**src/rtl/kpg_prefix_adder_pipe.sv**
```systemverilog
// Pipelined Kogge-Stone adder on kill/propagate/generate carry codes with an elastic valid/ready pipeline.
// Optional macro KPG_ADDER_SUB_EN: honour op_sub per beat (A - B); undefined builds ignore op_sub.
module kpg_prefix_adder_pipe #(
    parameter int WIDTH = 32,
    parameter int LPS   = 2
) (
    input  logic             clk,
    input  logic             rst_n,
    input  logic             in_valid,
    output logic             in_ready,
    input  logic [WIDTH-1:0] a,
    input  logic [WIDTH-1:0] b,
    input  logic             cin,
    input  logic             op_sub,
    output logic             out_valid,
    input  logic             out_ready,
    output logic [WIDTH-1:0] sum,
    output logic             cout,
    output logic             ovf
);
    localparam int NLEV = $clog2(WIDTH);
    localparam int NPS  = (NLEV + LPS - 1) / LPS;
    localparam int LAT  = NPS + 2;

    logic [LAT-1:0]   r_v;
    logic [LAT-1:0]   w_load;
    logic [LAT-1:0]   w_vin;

    logic [WIDTH-1:0] r_x [0:NPS];
    logic [WIDTH-1:0] r_g [0:NPS];
    logic [WIDTH-1:0] r_p [0:NPS];
    logic [NPS:0]     r_ci;

    logic [WIDTH-1:0] w_g [1:NPS];
    logic [WIDTH-1:0] w_p [1:NPS];

    logic [WIDTH-1:0] w_bp;
    logic             w_ci;
    logic [WIDTH-1:0] w_g0;
    logic [WIDTH-1:0] w_p0;
    logic [WIDTH-1:0] w_sum;
    logic             w_cout;
    logic             w_ovf;

    logic [WIDTH-1:0] r_sum;
    logic             r_cout;
    logic             r_ovf;
    logic             w_unused_p;

`ifdef KPG_ADDER_SUB_EN
    // Subtract inverts B and forces the carry-in position to generate.
    always_comb begin
        w_bp = op_sub ? ~b : b;
        w_ci = op_sub | cin;
    end
`else
    logic w_unused_op_sub;
    assign w_unused_op_sub = op_sub;

    // Addition only: operands pass straight through.
    always_comb begin
        w_bp = b;
        w_ci = cin;
    end
`endif

    // Per-bit KPG codes; the carry-in is folded into bit 0 so log2(WIDTH) levels resolve every carry.
    always_comb begin
        w_g0    = a & w_bp;
        w_p0    = a ^ w_bp;
        w_g0[0] = (a[0] & w_bp[0]) | ((a[0] ^ w_bp[0]) & w_ci);
        w_p0[0] = 1'b0;
    end

    // Kogge-Stone levels, LPS of them between consecutive pipeline registers.
    always_comb begin
        for (int s = 1; s <= NPS; s++) begin
            w_g[s] = r_g[s-1];
            w_p[s] = r_p[s-1];
            for (int l = (s - 1) * LPS; (l < NLEV) && (l < s * LPS); l++) begin
                for (int i = WIDTH - 1; i >= (1 << l); i--) begin
                    w_g[s][i] = w_g[s][i] | (w_p[s][i] & w_g[s][i - (1 << l)]);
                    w_p[s][i] = w_p[s][i] & w_p[s][i - (1 << l)];
                end
            end
        end
    end

    // Final stage: resolved group generates are the carries out of each bit.
    always_comb begin
        w_sum  = r_x[NPS] ^ {r_g[NPS][WIDTH-2:0], r_ci[NPS]};
        w_cout = r_g[NPS][WIDTH-1];
        w_ovf  = r_g[NPS][WIDTH-1] ^ r_g[NPS][WIDTH-2];
    end

    assign w_unused_p = ^r_p[NPS];

    // A stage loads when it or any stage downstream of it has room, or the consumer pops.
    always_comb begin
        for (int n = 0; n < LAT; n++) begin
            w_load[n] = out_ready | (|(~r_v & ({LAT{1'b1}} << n)));
        end
        w_vin = {r_v[LAT-2:0], in_valid};
    end

    assign in_ready  = rst_n & w_load[0];
    assign out_valid = r_v[LAT-1];
    assign sum       = r_sum;
    assign cout      = r_cout;
    assign ovf       = r_ovf;

    // Valid chain and output registers; only these carry a reset.
    always_ff @(posedge clk) begin
        if (!rst_n) begin
            r_v    <= '0;
            r_sum  <= '0;
            r_cout <= 1'b0;
            r_ovf  <= 1'b0;
        end else begin
            r_v <= (r_v & ~w_load) | (w_vin & w_load);
            if (w_load[LAT-1] && r_v[LAT-2]) begin
                r_sum  <= w_sum;
                r_cout <= w_cout;
                r_ovf  <= w_ovf;
            end
        end
    end

    // Data registers move only with a valid beat, so empty stages keep their old contents.
    always_ff @(posedge clk) begin
        if (w_load[0] && in_valid) begin
            r_x[0]  <= a ^ w_bp;
            r_g[0]  <= w_g0;
            r_p[0]  <= w_p0;
            r_ci[0] <= w_ci;
        end
        for (int s = 1; s <= NPS; s++) begin
            if (w_load[s] && r_v[s-1]) begin
                r_x[s]  <= r_x[s-1];
                r_g[s]  <= w_g[s];
                r_p[s]  <= w_p[s];
                r_ci[s] <= r_ci[s-1];
            end
        end
    end

endmodule
```
**config.mk**
```make
export PLATFORM = sky130hd
export DESIGN_NAME = kpg_prefix_adder_pipe
export DESIGN_NICKNAME = d
export VERILOG_FILES = /design/src/rtl/kpg_prefix_adder_pipe.sv
export SDC_FILE = /design/constraint.sdc
export NUM_CORES = 1
export LEC_CHECK = 0
export BUFFER_PORTS_ARGS = -buffer_cell sky130_fd_sc_hd__buf_4
export CAP_MARGIN = 20
export CORE_AREA = 2 2 148 150
export CTS_CLUSTER_SIZE = 20
export DETAILED_ROUTE_END_ITERATION = 12
export DIE_AREA = 0 0 150 152
export MAX_ROUTING_LAYER = met4
export PLACE_DENSITY = 0.86
export SLEW_MARGIN = 20
export SYNTH_ARGS = -nofsm -noshare
export SYNTH_HDL_FRONTEND = slang
export SYNTH_SLANG_ARGS = --single-unit
```
**constraint.sdc**
```tcl
create_clock -name clk -period 11.42 [get_ports clk]
set_clock_uncertainty 0.1 [all_clocks]
set_input_delay 1.142 -clock clk [delete_from_list [all_inputs] [get_ports clk]]
set_output_delay 1.142 -clock clk [all_outputs]
set_load 0.02 [all_outputs]
```
==> flow_metrics.env <==
export IMPL_status="completed"
export IMPL_grt_max_degree=90
export IMPL_final_cell_mix="edfxtp_1 (304), buf_4 (109), nand2_1 (61)"
export IMPL_drc=0
export IMPL_cts_tree="done"
export IMPL_fillCellCount=1344
export IMPL_cp_max_fo=5
export IMPL_cts_buffers_inserted=31
export IMPL_p_leak_nw=5.17
export IMPL_diodes=0
export IMPL_hp_start="r_x[1][27]"
export IMPL_seqPwrFrac_pct=57.9
export IMPL_rr_worst_depth=4
export IMPL_synthTopCellsByArea="edfxtp_1 (75%), dfxtp_1 (6.4%), ha_1 (3.3%), a22o_1 (2.4%), xor2_1 (2.4%)"
export IMPL_grtUsageMet2_pct=32.5
export IMPL_crit_required_ns=10.18
export IMPL_fin_nets=941
export IMPL_r2r_slack_ns=9.20
export IMPL_start_kind="input port"
export IMPL_top_usage_layer="met2"
export IMPL_layout_commonest_cell="edfxtp_1"
export IMPL_seqCellArea_mm2=0.00991
export IMPL_wl_per_cell_um=19.8
export IMPL_io_buffers=104
export IMPL_layout_drive_gt1_share_pct=18.1
export IMPL_period_share_pct=30.2
export IMPL_power_density_mw_per_mm2=173
export IMPL_clk_pin_slew_worst_paths_ns=0.07
export IMPL_grt_pass1_wl_um=34200
export IMPL_io_pin_count=106
export IMPL_die_h_um=152
export IMPL_synth_edff_count=304
export IMPL_dp_hpwl_um=14700
export IMPL_finalHoldViolations=0
export IMPL_wirelength_um=22600
export IMPL_post_cts_setup_buffer_count=0
export IMPL_h_tree_depth=1
export IMPL_drt_iter0_drc=686
export IMPL_synth_top_area_share_pct=74.6
export IMPL_p_comb_share_pct=3.8
export IMPL_min_period_ns=3.45
export IMPL_relSlewSlack_pct=33.8
export IMPL_hold_end="r_x[2][27]"
export IMPL_clock_sinks=343
export IMPL_grt_overflow_total=0
export IMPL_grt_use_met1_pct=26.7
export IMPL_first_global_vias=6420
export IMPL_multiInputGateArea_mm2=0.00229
export IMPL_area_growth_pct=17.1
export IMPL_min_path_type="reg2reg"
export IMPL_end_kind="primary output"
export IMPL_initial_core_util_pct=57.3
export IMPL_crit_type="in2out"
export IMPL_synth_cells=704
export IMPL_yosys_area_top_type="edfxtp_1"
export IMPL_fp_dieW_um=150
export IMPL_timing_fmax_mhz=289
export IMPL_crit_arrival_ns=2.21
export IMPL_synth_ff_type="edfxtp_1"
export IMPL_synth_seq_cells=343
export IMPL_drv_slew=0
export IMPL_core_area_mm2=0.0214
export IMPL_worst_pin_slew_ns=0.992
export IMPL_postSynthNetCount=806
export IMPL_cts_resized=0
export IMPL_routed_via_density=5.73
export IMPL_clkPwrFrac_pct=38.4
export IMPL_fp_row_count=54
export IMPL_cts_hold_buf=0
export IMPL_clock_latency_ns=0.54
export IMPL_ys_types=25
export IMPL_grtUsageTotal_pct=20.1
export IMPL_ys_seq_area_share_pct=80.9
export IMPL_tns_ns=0
export IMPL_irDropWorstVdd_uv=119
export IMPL_use_met3_pct=2.52
export IMPL_swShare_pct=20.2
export IMPL_rr_endpoint="r_g[0][1]"
export IMPL_finalPower_mw=2.49
export IMPL_clock_root_buffer="clkbuf_16"
export IMPL_intPower_mw=1.98
export IMPL_netlist_area_mm2=0.0122
export IMPL_die_area_mm2=0.0228
export IMPL_ant_nets=0
export IMPL_rsz0062_at_grt="false"
export IMPL_yosys_warnings=0
export IMPL_hold_depth=0
export IMPL_p_sw_uw=502
export IMPL_synthArstFlopShare_pct=0
export IMPL_max_cap_viol_count=0
export IMPL_setup_viol=0
export IMPL_vias=6554
export IMPL_synth_area_per_cell_um2=17.4
export IMPL_antenna_found_initial=0
export IMPL_place_congestion=0.882
export IMPL_clock_path_buffers=3
export IMPL_drtPass1Iterations=7
flip-flops by register name, indices dropped and copies added (netlist names), named ones only:
name,count
cout,1
ovf,1
r_ci,4
r_g,128
r_p,45
r_x,127
sum,32
logic make-up after synthesis:
logic type               Yosys count  synth area share [%]
AO/OA/AOI/OAI                    171                  8.83
XOR/XNOR                          33                  2.36
adder cells (fa/ha/maj)           32                  3.27
buffers and inverters              9                 0.623
flip-flops                       343                  80.9
AND/OR/NAND/NOR                  116                  3.97
final cells by class:
type	count	share of cell area, %
clock buffers	35	5.51
clock inverters	22	1.04
multi-input cells	352	16.0
flip-flops and latches	343	69.1
repair buffers	110	5.90
inverters	1	0.0262
well taps	280	2.44
through the flow:
stage                     worst slack [ns]  area [um2]  cells  utilization (%)  hold slack [ns]
after CTS                             7.96       14300   1142             67.0            0.314
after detailed placement              7.98       13400   1085             62.6            0.305
after global routing                  7.91       14300   1143             67.2            0.321
final                                 7.97       14300   1143             67.2            0.314
after floorplan                       2.51       12200    704                -            0.300
after global placement                7.99       13400   1085             62.6            0.301
worst max-delay path by stage:
stage          startpoint  endpoint  slack (ns)  cells past startpoint
2_1_floorplan   out_ready   r_ci[1]        2.51                      2
3_3_place_gp    out_ready  in_ready        7.99                      5
3_5_place_dp    out_ready  in_ready        7.98                      5
4_1_cts         out_ready  in_ready        7.96                      5
5_1_grt         out_ready  in_ready        7.91                      5
6_report        out_ready  in_ready        7.97                      5
cells in the mapped netlist, drive strengths merged (5+ instances only):
cell    number
dfxtp       39
a22o        33
buf          8
nor2b        5
ha          32
o21ai       44
edfxtp     304
a21o        31
nor2        43
a21oi       56
xor2        33
nand2       61
metal layers:
layer / wire length, um / share of wire, %
met1: 8800 / 39
met5: 0 / 0
met3: 2030 / 9.0
met4: 732 / 3.2
met2: 11000 / 49
critical path: stages:
cell     delay [ns]
buf_4          0.12
and4b_1        0.43
and3_1         0.30
nor2b_1        0.07
buf_4          0.16
power by group through the flow:
stage               Clock (mW)  Sequential (mW)  Combinational [mW]
detailed placement           0             1.46              0.0897
global route              1.01             1.44               0.105
global placement             0             1.46              0.0859
floorplan                    0             1.46              0.0477
CTS                      0.961             1.44              0.0918
finish                   0.954             1.44              0.0938
No activity file was read; power rests on OpenSTA's default activity.
